**config.mk**
```make
export PLATFORM = sky130hd
export DESIGN_NAME = mmio_ctrl
export DESIGN_NICKNAME = d
export VERILOG_FILES = /design/src/rtl/mmio_ctrl.sv
export SDC_FILE = /design/constraint.sdc
export NUM_CORES = 1
export LEC_CHECK = 0
export CORE_MARGIN = 8
export CORE_UTILIZATION = 39
export CTS_CLUSTER_DIAMETER = 30
export DETAILED_ROUTE_END_ITERATION = 12
export HOLD_SLACK_MARGIN = 0.1
export PLACE_DENSITY = 0.61
export SLEW_MARGIN = 20
export SYNTH_ARGS = -nofsm -noshare
export SYNTH_HDL_FRONTEND = slang
export SYNTH_SLANG_ARGS = --single-unit
```
**constraint.sdc**
```tcl
create_clock -name clk -period 2.6 [get_ports clk]
set_clock_uncertainty 0.1 [all_clocks]
set_input_delay 0.52 -clock clk [delete_from_list [all_inputs] [get_ports clk]]
set_output_delay 0.52 -clock clk [all_outputs]
set_load 0.02 [all_outputs]
```
**src/rtl/mmio_ctrl.sv**
```systemverilog
// Purpose: MMIO controller for the 0x8xxx_xxxx region: UART status/RX/TX registers, 4-entry TX FIFO, cycle/instret counters.
// Latency: loads return on io_dout one cycle after re is sampled; a pushed TX byte is visible on tx_data the cycle after the push.
// Backpressure: TX FIFO holds bytes while tx_ready=0; pushes into a full FIFO are dropped unless a pop happens that same cycle.
//
// Ports:
//   clk, rst_n              single clock, asynchronous active-low reset
//   addr, wdata, we, re     CPU load/store access (only acted on inside IO_REGION)
//   inst_retire             one instruction retired this cycle
//   rx_data/rx_valid/rx_ready  UART receiver hand-off (rx_ready is a one-cycle pop pulse)
//   tx_data/tx_valid/tx_ready  UART transmitter hand-off from the TX FIFO head
//   io_dout                 registered load data
module mmio_ctrl #(
    parameter logic [3:0] IO_REGION = 4'b1000,
    parameter int         TX_DEPTH  = 4
) (
    input  logic        clk,
    input  logic        rst_n,
    input  logic [31:0] addr,
    input  logic [31:0] wdata,
    input  logic        we,
    input  logic        re,
    input  logic        inst_retire,
    input  logic [7:0]  rx_data,
    input  logic        rx_valid,
    output logic        rx_ready,
    output logic [7:0]  tx_data,
    output logic        tx_valid,
    input  logic        tx_ready,
    output logic [31:0] io_dout
);

    localparam int PW = $clog2(TX_DEPTH);
    localparam int CW = PW + 1;

    localparam logic [7:0] OFF_UART_CTRL = 8'h00;
    localparam logic [7:0] OFF_UART_RX   = 8'h04;
    localparam logic [7:0] OFF_UART_TX   = 8'h08;
    localparam logic [7:0] OFF_CYC_CNT   = 8'h10;
    localparam logic [7:0] OFF_INST_CNT  = 8'h14;
    localparam logic [7:0] OFF_CNT_RST   = 8'h18;

    // Address qualification
    logic       in_region;
    logic       wr_sel;
    logic       rd_sel;
    logic [7:0] offset;

    assign in_region = (addr[31:28] == IO_REGION);
    assign wr_sel    = we && in_region;
    assign rd_sel    = re && in_region;
    assign offset    = addr[7:0];

    // Only the low byte of the offset and of store data is meaningful here.
    logic unused_bits;
    assign unused_bits = ^{addr[27:8], wdata[31:8]};

    // TX FIFO
    logic [7:0]    tx_mem [TX_DEPTH];
    logic [PW-1:0] wr_ptr;
    logic [PW-1:0] rd_ptr;
    logic [CW-1:0] tx_count;
    logic          tx_full;
    logic          tx_push_req;
    logic          tx_push;
    logic          tx_pop;

    assign tx_full     = (tx_count == CW'(TX_DEPTH));
    assign tx_valid    = (tx_count != '0);
    assign tx_pop      = tx_valid && tx_ready;
    assign tx_push_req = wr_sel && (offset == OFF_UART_TX);
    // A pop in the same cycle frees the slot the push needs, so a full FIFO still accepts it.
    assign tx_push     = tx_push_req && (!tx_full || tx_pop);
    // Storage is not reset, so the head is masked to keep tx_data at 0 while empty.
    assign tx_data     = tx_valid ? tx_mem[rd_ptr] : 8'h00;

    always_ff @(posedge clk) begin
        if (tx_push) begin
            tx_mem[wr_ptr] <= wdata[7:0];
        end
    end

    always_ff @(posedge clk or negedge rst_n) begin
        if (!rst_n) begin
            wr_ptr   <= '0;
            rd_ptr   <= '0;
            tx_count <= '0;
        end else begin
            // Pointers wrap naturally because TX_DEPTH is a power of two.
            if (tx_push) wr_ptr <= wr_ptr + 1'b1;
            if (tx_pop)  rd_ptr <= rd_ptr + 1'b1;
            tx_count <= tx_count + CW'(tx_push) - CW'(tx_pop);
        end
    end

    // RX pop: combinational so the receiver advances on the same edge the byte is captured.
    assign rx_ready = rd_sel && (offset == OFF_UART_RX) && rx_valid;

    // Performance counters
    logic [31:0] cyc_cnt;
    logic [31:0] inst_cnt;
    logic        cnt_clr;

    assign cnt_clr = wr_sel && (offset == OFF_CNT_RST);

    always_ff @(posedge clk or negedge rst_n) begin
        if (!rst_n) begin
            cyc_cnt  <= '0;
            inst_cnt <= '0;
        end else if (cnt_clr) begin
            cyc_cnt  <= '0;
            inst_cnt <= '0;
        end else begin
            cyc_cnt  <= cyc_cnt + 32'd1;
            inst_cnt <= inst_cnt + 32'(inst_retire);
        end
    end

    // Load data select; all sources are pre-edge state.
    logic [31:0] rd_val;

    always_comb begin
        rd_val = 32'h0;
        unique case (offset)
            OFF_UART_CTRL: rd_val = {30'h0, rx_valid, !tx_full};
            OFF_UART_RX:   rd_val = {24'h0, rx_data};
            OFF_CYC_CNT:   rd_val = cyc_cnt;
            OFF_INST_CNT:  rd_val = inst_cnt;
            default:       rd_val = 32'h0;
        endcase
    end

    always_ff @(posedge clk or negedge rst_n) begin
        if (!rst_n) begin
            io_dout <= '0;
        end else if (rd_sel) begin
            io_dout <= rd_val;
        end
    end

endmodule
```
# After elaboration in Yosys (flattened, before gate mapping)
# Memories as Yosys holds them, arrays and structs flattened.
# Index checks and enable logic that the tools add are counted.
# classes
mux	6
n_mul	0
div	0
n_bitwise	0
n_eq_ne	7
reduce_logical	12
magnitude_cmp	0
addsub	6
shifts	0
# op_table
op	n
32-bit one-hot mux with 4 select lines	1
32-bit two-way mux	2
32-bit by 1-bit adder with 32-bit output	1
32-bit by 1-bit adder with 32-bit output, second input constant	1
8-bit by 5-bit equality test with 1-bit output, second input constant	3
8-bit by 3-bit equality test with 1-bit output, second input constant	1
8-bit by 4-bit equality test with 1-bit output, second input constant	1
1-bit logical AND	8
8-bit logical NOT	1
8-bit two-way mux	1
2-bit by 1-bit adder with 2-bit output, second input constant	2
4-bit equality test, second input constant	1
3-bit by 1-bit adder with 3-bit output	1
3-bit equality test, second input constant	1
3-bit nonzero test	1
3-bit by 1-bit subtractor with 3-bit output	1
1-bit two-way mux	2
1-bit logical NOT	1
1-bit logical OR	1
# totals
n_memories	1
romBits	0
input_bits	79
latch_bits	0
ff_bits	103
mem_bits_rw	32
# memory_table
name	depth	word_bits	rd	rd_ports_with_merged_regs	wr	line	text
tx_mem	4	8	1	0	1	58	logic [7:0] tx_mem [TX_DEPTH];

# Logic depth before layout (Yosys ltp)
# logic_depth
ltp_word	6
ltp_mapped	12

# Worst setup path before layout
# OpenSTA, ideal clock, no wires.
# synth_timing
path_kind	input port to flip-flop
start	in addr[30]
end	reg tx_count[2]
cell_stages	11
path_slack_ns	-0.303
t_arrival_ns	2.681
cell_sequence	nor4b_1 -> nand4_1 -> nor3_1 -> inv_1 -> ha_1 -> inv_1 -> ha_1 -> inv_1 -> fa_1 -> xnor2_1 -> xnor2_1
# synth_between
elab_chain_cells	6
# synth_rtl
element	line	text
start: declaration	18	input logic [31:0] addr,
4-bit equality test	48	assign in_region = (addr[31:28] == IO_REGION);
1-bit logical AND	49	assign wr_sel = we && in_region;
1-bit logical AND	70	assign tx_push_req = wr_sel && (offset == OFF_UART_TX);
1-bit logical AND	72	assign tx_push = tx_push_req && (!tx_full || tx_pop);
3-bit by 1-bit adder with 3-bit output	91	tx_count <= tx_count + CW'(tx_push) - CW'(tx_pop);
3-bit by 1-bit subtractor with 3-bit output	91	
end signal: assignment	91	
end: declaration	61	logic [CW-1:0] tx_count;
# No other way between the ends.
# A chain may end at the register's enable or synchronous reset.

# Worst setup path in the final report
# layout_timing
start	in addr[1]
end	reg tx_count[2]
# layout_between
elab_chain_cells	5
# layout_rtl
element	line
8-bit by 4-bit equality test with 1-bit output	70
1-bit logical AND	70
1-bit logical AND	72
3-bit by 1-bit adder with 3-bit output	91
3-bit by 1-bit subtractor with 3-bit output	91
# No other way between the ends.

==> impl_metrics.py <==
metrics = {
    "min_path": {
        "hold_path.class": "reg -> reg",
        "holdPathStages": 2,
        "hp-start": "io_dout[16]",
        "hold_end": "io_dout[16]",
    },
    "setup_path": {
        "path_class": "in -> reg",
        "reg2reg_to": "tx_count[2]",
        "cp-end-kind": "register",
        "cp_data_required_time_ns": 2.79,
        "reg2reg_slack_ns": 0.11,
        "worst-path-buf-inv": 4,
        "critPathTopFamily": "adder cells",
        "slowest_delay_ns": 0.41,
        "cp.arrival_ns": 2.72,
        "path_cells": "clkdlybuf4s50_1, nor3_2, nand4_1, nor3_4, inv_1, ha_1, inv_1, ha_2, inv_1, fa_2, xnor2_2, xnor2_1",
        "worstPathMaxFanout": 2,
        "reg2reg_from": "tx_count[0]",
        "crit_slowest_cell": "clkdlybuf4s50_1",
        "reg2reg_depth": 11,
        "crit_top_cell": "inv_1",
        "critPathLaunchType": "input port",
    },
    "detailed_routing": {
        "wl_per_cell_um": 17.18,
        "postRouteWirelength_um": 15870,
        "ant_nets": 0,
        "drtIter0Drc": 220,
        "drc": 0,
        "vias_per_cell": 5.412,
        "vias": 5001,
        "dr.pass1.iters": 4,
    },
    "sta": {
        "setup_viol_count_final": 0,
        "timing.fmax_ghz": 0.3965,
        "period_minus_slack_ns": 2.522,
        "drv_slew": 0,
        "rsz0062_at_grt": "yes",
        "finalCritPeriodShare_pct": 96.99,
        "finalHoldViolations": 0,
        "worst_pin_slew_ns": 0.5614,
        "finalSetupTns_ns": 0,
        "max-slew-margin-rel_pct": 62.23,
    },
    "placement": {
        "dpl.hpwl_um": 11260,
        "port_buffers": 76,
        "dpl.cell_count": 889,
        "gp_congestion": 0.8484,
    },
    "clocking": {
        "cts_tree": "done",
        "htree_levels": 4,
        "clock_sinks": 135,
        "clk_pin_slew_ns": 0.06,
        "clk_latency_ns": 0.41,
        "cts_buffers": 17,
        "clk_path_buf_depth": 2,
        "root_buffer": "clkbuf_16",
    },
    "synth": {
        "synth-seq-cells": 135,
        "synth_area_um2": 6574,
        "synth_area_leader_cell": "dfrtp_1",
        "synthTopCellsByArea": "dfrtp_1 39%, edfxtp_1 15%, mux2i_1 5.6%",
        "yosysTopAreaCellShare_pct": 39.21,
        "synth.most_common_cell": "dfrtp_1",
        "synth_edf_count": 32,
        "synth_nets": 683,
        "synthArstFlopShare_pct": 76.30,
        "synthTopCellsByCount": "103 x dfrtp_1, 51 x nand2_1, 46 x o21ai_0",
        "synth_ff_type": "dfrtp_1",
        "netlist_instances": 594,
        "ys_types": 46,
        "synth-seq-area-share_pct": 53.83,
        "yosysWarnings": 0,
        "syn_area_per_cell_um2": 11.07,
    },
    "global_route": {
        "grt_max_degree": 46,
        "grt_pass1_vias": 5146,
        "grt_pass1_wl_um": 26650,
        "grt-ovfl-total": 0,
        "grtUsageTotal_pct": 15.50,
        "antenna_found_initial": 0,
    },
    "die": {
        "die_x_um": 145.8,
        "core_um2": 16520,
        "die_h_um": 145.8,
        "start_util_pct": 39.78,
        "rows": 47,
        "pin_count": 121,
        "dieArea_um2": 21270,
    },
    "status": {
        "status": "completed",
    },
    "layout": {
        "layout-drive-gt1-share_pct": 14.35,
        "area_delta_synth_final_pct": 29.41,
        "fillCellCount": 1473,
        "layout.nets": 780,
        "num_antenna_cells": 0,
        "finalNonFillerCells": 924,
    },
    "job": {
        "max_cap_violations": 0,
    },
    "power": {
        "fin_total_pwr_mw": 6.159,
        "p_leak_nw": 3.318,
        "peakVddDrop_uv": 462.1,
        "power_density_nw_per_um2": 724.0,
    },
}
-- power by group --
part | internal, mW | switching [mW] | total (mW)
clock | 1.69 | 0.868 | 2.56
sequential | 2.31 | 0.209 | 2.52
combinational | 0.571 | 0.503 | 1.07
-- worst reg2reg max path, stage by stage, from the launching register on --
cell and delay [ns]:
dfrtp_1 0.39, or3b_2 0.52, nor2_2 0.16, nor3_4 0.06, inv_1 0.06, ha_1 0.22
inv_1 0.06, ha_2 0.15, inv_1 0.05, fa_2 0.35, xnor2_2 0.14, xnor2_1 0.13
-- final cells by class --
class	count	area, um2	share of cell area (%)
Multi-Input combinational cell	405	2868	33.71
Clock buffer	26	530.5	6.236
Clock inverter	6	108.9	1.280
Tap cell	220	275.3	3.236
Timing Repair Buffer	112	1110	13.05
Sequential cell	135	3540	41.61
Inverter	20	75.07	0.8825
-- cells in the final DEF, fill, tap and decap left out, types with 4 or more instances in the layout --
| cell type | instances |
|---|---|
| o21bai_1 | 7 |
| or4b_1 | 5 |
| o21ai_0 | 46 |
| buf_4 | 28 |
| a221o_1 | 4 |
| mux4_2 | 10 |
| o31ai_1 | 14 |
| nor2_1 | 28 |
| nor4_1 | 8 |
| or4_1 | 17 |
| clkdlybuf4s50_1 | 60 |
| nor3_1 | 12 |
| and4_1 | 4 |
| nor4b_1 | 5 |
| o41ai_1 | 5 |
| dlygate4sd2_1 | 5 |
| or2_2 | 4 |
| and2_1 | 14 |
| nand4_1 | 9 |
| dfrtp_1 | 102 |
| nand2_1 | 51 |
| edfxtp_1 | 32 |
| clkdlybuf4s15_1 | 7 |
| xnor2_1 | 18 |
| nand3_1 | 18 |
| clkbuf_8 | 5 |
| or3_1 | 14 |
| buf_12 | 8 |
| ha_1 | 8 |
| inv_1 | 20 |
| mux2i_1 | 37 |
| clkbuf_16 | 18 |
| xor2_1 | 8 |
| a21oi_1 | 29 |
-- routing by layer --
metal  GRT usage, %  wire length (um)  vias up
met5              0                 0        -
met3          3.762               602       21
met2          25.40              7759       94
met4          6.871               348        0
met1          19.06              7164     2506
li1               -                 -     2380
-- registers in the layout, indices dropped and copies added, names as in the netlist --
signal	cells
tx_count	3
wr_ptr	2
tx_mem	32
io_dout	32
inst_cnt	32
rd_ptr	2
cyc_cnt	32
-- through the flow --
step	hold WS, ns	worst slack (ns)	util, %	instance area, um2
2_1_floorplan	0.1244	-0.01910	-	6611
3_3_place_gp	0.3617	-0.4376	47.44	7839
3_5_place_dp	0.3711	-0.5151	47.44	7839
4_1_cts	0.3827	0.01426	51.41	8496
5_1_grt	0.4077	-0.02702	51.48	8507
6_report	0.3764	0.07819	51.48	8507
-- repair_timing --
item / 4_1_cts / 5_1_grt
setup endpoints to repair: 11 / 18
endpoints found under the hold margin: 33 / 0
pin swaps: 7 / 3
buffers inserted: 1 / 1
resized for setup: 18 / 12
hold buffers: 1 / 0
-- kinds of logic after synthesis --
family	share of synthesized area (%)
fa+ha+maj	2.018
simple gates	17.76
compound gates	9.859
mux	9.574
buf+inv	3.369
flops	53.83
xor+xnor	3.597
-- worst max path at each step --
stage | from | to | slack [ns] | cells after the start
floorplan | addr[2] | tx_count[2] | -0.02 | 12
global placement | addr[30] | tx_count[2] | -0.44 | 12
global route | addr[1] | tx_count[2] | -0.03 | 12
finish | addr[1] | tx_count[2] | 0.08 | 12
CTS | addr[1] | rx_ready | 0.01 | 6
detailed placement | addr[30] | tx_count[2] | -0.52 | 12
Note: power is estimated with default switching activity, not from simulation.
